**src/rtl/magic_nor_executor.sv**
```systemverilog
// magic_nor_executor: runs a loaded NOR/NOT op list on a modelled MAGIC memristor row, INIT then EVAL per op
module magic_nor_executor #(
  parameter int CELLS = 32,
  parameter int AW = 5,
  parameter int NIN = 2,
  parameter int PW = 4
) (
  input  logic              clk,
  input  logic              rst,
  input  logic              prog_we,
  input  logic [PW-1:0]     prog_addr,
  input  logic [3*AW:0]     prog_data,
  input  logic [PW:0]       n_ops,
  input  logic              start,
  input  logic [NIN-1:0]    in_vec,
  input  logic [AW-1:0]     rd_addr,
  output logic              rd_data,
  output logic              busy,
  output logic              done,
  output logic              err
);
  typedef enum logic [1:0] {IDLE, INIT, EVAL, DONE} state_t;
  state_t state, nxt;
  logic [3*AW:0] prog [2**PW];
  logic [CELLS-1:0] cells;
  logic [PW:0] pc, pc_nx, n_lat;
  logic is_not, ill, res;
  logic [AW-1:0] dst, sa, sb;
  function automatic logic oob(input logic [AW-1:0] a);
    return {1'b0, a} >= (AW+1)'(CELLS);
  endfunction
  assign {is_not, dst, sa, sb} = prog[pc[PW-1:0]];
  assign pc_nx = pc + (PW+1)'(1);
  assign ill = dst == sa || (!is_not && dst == sb) || oob(dst) || oob(sa) || oob(sb);
  // NOT ignores src_b, so it is masked out of the pull-down term
  assign res = ~(cells[sa] | (!is_not && cells[sb]));
  assign rd_data = oob(rd_addr) ? 1'b0 : cells[rd_addr];
  assign busy = state == INIT || state == EVAL;
  assign done = state == DONE;
  always_comb
    nxt = (state == IDLE) ? (start ? (n_ops == '0 ? DONE : INIT) : IDLE) :
          (state == INIT) ? (ill ? DONE : EVAL) :
          (state == EVAL) ? (pc_nx == n_lat ? DONE : INIT) : IDLE;
  always_ff @(posedge clk)
    if (!rst && prog_we && (state == IDLE || state == DONE)) prog[prog_addr] <= prog_data;
  always_ff @(posedge clk) begin
    if (rst) begin
      state <= IDLE;
      pc <= '0;
      n_lat <= '0;
      err <= 1'b0;
      cells <= '0;
    end else begin
      state <= nxt;
      if (state == IDLE && start) begin
        cells <= {{(CELLS-NIN){1'b0}}, in_vec};
        pc <= '0;
        err <= 1'b0;
        n_lat <= n_ops;
      end
      if (state == INIT) begin
        if (ill) err <= 1'b1;
        else cells[dst] <= 1'b1;
      end
      if (state == EVAL) begin
        cells[dst] <= cells[dst] & res;
        pc <= pc_nx;
      end
    end
  end
endmodule

```
**config.mk**
```make
export PLATFORM = sky130hd
export DESIGN_NAME = magic_nor_executor
export DESIGN_NICKNAME = d
export VERILOG_FILES = /design/src/rtl/magic_nor_executor.sv
export SDC_FILE = /design/constraint.sdc
export NUM_CORES = 1
export LEC_CHECK = 0
export ABC_AREA = 1
export CORE_ASPECT_RATIO = 1.2
export CORE_MARGIN = 4
export CORE_UTILIZATION = 50
export DETAILED_ROUTE_END_ITERATION = 8
export GPL_ROUTABILITY_DRIVEN = 0
export PLACE_DENSITY = 0.67
export REMOVE_ABC_BUFFERS = 1
export SLEW_MARGIN = 20
export SYNTH_ARGS = -nofsm -noshare
export SYNTH_HDL_FRONTEND = slang
export SYNTH_SLANG_ARGS = --single-unit
```
**constraint.sdc**
```tcl
create_clock -name clk -period 6.69 [get_ports clk]
set_input_delay 1.338 -clock clk [delete_from_list [all_inputs] [get_ports clk]]
set_output_delay 1.338 -clock clk [all_outputs]
set_load 0.1 [all_outputs]
```
==> results.md <==
- Xor and xnor area share after synthesis: 0.00648
- Hold path depth: 2
- Max H-tree Level: 2
- Syn Inst Count: 1604
- Initial antenna violation count: 1
- Diode count: 0
- Slew Limit Fails: 0
- Max transition margin: 0.302
- Peak supply drop: 0.209 mV
- CP Launch Type: flip-flop
- Die Ht: 197 um
- Total CTS buffers: 34
- Post-Synth Adder-Cell Area: 0.00421
- Yosys top cell by area: edfxtp_1
- Post_cts resized: 0
- Post-synthesis instance area: 14900 um^2
- Fin cells: 2034
- Class of the worst hold path: flip-flop to flip-flop
- Seq/Total Area, Yosys: 0.583
- 1st-iter DRT viols: 1070
- Ys Warns: 0
- Simple-Gate Fraction of Synth Area: 0.224
- Synth Area in Compound Gates: 0.114
- Post-DP HPWL: 24300 um
- Fmax: 0.211 GHz
- CTS tree: done
- Ports: 40
- Initial core utilization: 0.512
- Synth cell types: 37
- Routed wire length per instance: 20.1 um
- Vias: 11700
- GRT Total Usage: 0.248
- Top-area cell type share of the netlist area: 0.517
- Count of buffers from port buffering: 39
- Max Fanout on Critical Path: 48
- Final hold vios: 0
- Post-route antenna net violation count: 0
- Clk pin slew, worst setup/hold paths: 0.06 ns
- Die area: 32500 um^2
- CP Capture Type: flip-flop
- Largest net degree at the start of global routing: 61
- #FFs+latches synth: 305
- Syn-to-layout area delta: 11.5%
- Tightest Pin Transition: 1.04 ns
- RSZ-0062 raised after global routing: no
- Initial DRT Pass Iterations: 6
- Die Width: 165 um
- CP Data Arrival Time: 5.09 ns
- Core Region: 29000 um^2
- Remaining Overflow, GRT: 0
- Setup bufs post-CTS: 0
- Clock buffer depth: 3
- Tmin final: 4.75 ns
- Cts hold-fix bufs: 0
- Clk_lat worst skew: 0.52 ns
- Routed wire length: 40800 um
- Status: complete, no violations
- Main combinational cell family by area after synthesis: simple AND/OR/NAND/NOR gates
- Clock Sinks: 305
- Leak: 6.12 nW
- Share of cells above drive strength 1: 0.0988
- Fillers: 2481
- Drt drc: 0
- Clock skew: 0.0164 ns
- Nets: 1664
- Cells on worst reg2reg path: 18
- Critical path class: flip-flop to flip-flop
- Mux contribution to synthesized area: 0
- Tcrit/Tclk final: 0.710
- Setup TNS: 0 ns
- Clock Tree Root: clkbuf_16
- Row count: 68
- Synth top area cells: edfxtp_1, nand2_1, dfxtp_1
- First-pass GRT wire length: 61900 um
- CP required: 7.03 ns
- Number of max-cap violations: 0
- Synthesized area per cell: 9.26 um^2
- Placed insts: 1972
- Setup-failing EPs final: 0
- Vias per cell: 5.77
- Vias in the first global route: 10800
- Pwr dens: 245 nW/um^2
==> power breakdown <==
part           total [mW]  internal (mW)  switching, mW
registers            2.08           2.07        0.00737
logic               0.171         0.0488          0.122
clock network        1.81           1.06          0.750
==> cell usage in the layout, fill, tap and decap left out, types with 3 or more instances in the layout <==
cell type	count
o21bai_1	20
ha_1	5
dfxtp_1	47
clkbuf_1	4
nor2_1	173
nor2_4	3
nand2_2	11
o21ai_0	128
clkinv_2	9
a21oi_1	44
o21ai_1	12
clkbuf_16	35
a21oi_2	30
o22ai_1	7
o211ai_1	35
nand2_1	360
clkinv_1	9
nor3_1	13
inv_6	3
buf_4	32
nor2_2	20
clkdlybuf4s50_1	38
o221ai_1	3
inv_1	115
nand3_1	196
xor2_1	9
inv_2	9
nand3b_1	5
edfxtp_1	256
==> through the flow <==
| stage | utilization | cell area (um^2) | worst slack (ns) | total power, mW | hold WS [ns] |
|---|---|---|---|---|---|
| after global placement | 0.534 | 15500 | 2.09 | 2.29 | 0.465 |
| after CTS | 0.571 | 16600 | 2.00 | 4.09 | 0.480 |
| after global routing | 0.571 | 16600 | 1.53 | 4.18 | 0.496 |
| after detailed placement | 0.534 | 15500 | 2.04 | 2.29 | 0.468 |
| final | 0.571 | 16600 | 1.94 | 4.06 | 0.479 |
| after floorplan | - | 14300 | 0.628 | 2.20 | 0.443 |
==> metal layers <==
metal	GRT usage	part of all wire	vias up
li1	-	-	5511
met1	0.317	0.39	5579
met2	0.416	0.49	509
met3	0.0389	0.071	135
met4	0.115	0.047	2
met5	0	0.00032	-
==> flip-flops by register name (all words and copies together), names as in the netlist, named ones only <==
name and flops:
n_lat 5, prog 256, pc 5, err 1
state 2, cells 32
==> cells by family after synthesis <==
family / Yosys count
buffers and inverters: 214
flip-flops: 305
adder cells (fa/ha/maj): 5
AND/OR/NAND/NOR: 786
AO/OA/AOI/OAI: 283
XOR/XNOR: 11
==> Yosys cell counts (all sizes together) <==
cell       n
a32oi      1
a21oi     74
nand2    371
ha         5
clkbuf    27
o211ai    35
nor2     197
nor3      14
nor4       1
a2111oi    1
o21bai    20
o221ai     3
a211oi     1
dfxtp     49
edfxtp   256
buf       60
o21ai    140
inv      125
xor2       9
xnor2      2
a31oi      1
o22ai      7
nand3b     5
nand3    198
clkinv     2
==> path summary, 6_finish.rpt <==
path / from / to / slack [ns]
max: flip-flop / cells[21] / 1.94
min: n_lat[4] / n_lat[4] / 0.48
max reg2reg: flip-flop / cells[21] / 1.94
min reg2reg: n_lat[4] / n_lat[4] / 0.48
==> cell type report <==
| type | instances | area, um^2 | share of cell area |
|---|---|---|---|
| Sequential cell | 305 | 8670 | 0.524 |
| Multi-Input combinational cell | 1085 | 5230 | 0.315 |
| Clock inverter | 22 | 181 | 0.0110 |
| Inverter | 127 | 478 | 0.0289 |
| Tap cell | 385 | 482 | 0.0291 |
| Clock buffer | 40 | 905 | 0.0546 |
| Timing Repair Buffer | 70 | 621 | 0.0375 |
==> worst max-delay path: stages (launching register included) <==
cell	delay, ns
dfxtp_4	0.62
clkinv_2	0.59
buf_4	0.50
nand2_1	0.13
nand2_1	0.06
nand2_1	0.07
nand3_1	0.08
nand3_1	0.51
nand2_2	0.38
inv_1	0.17
nand2_1	0.06
nand3_1	0.07
nand3_1	0.07
nand3_1	0.08
nand2_1	0.06
nand2_1	0.05
nand3_1	0.10
nand2_2	0.78
a21oi_1	0.14
Note: power is estimated with default switching activity, not from simulation.
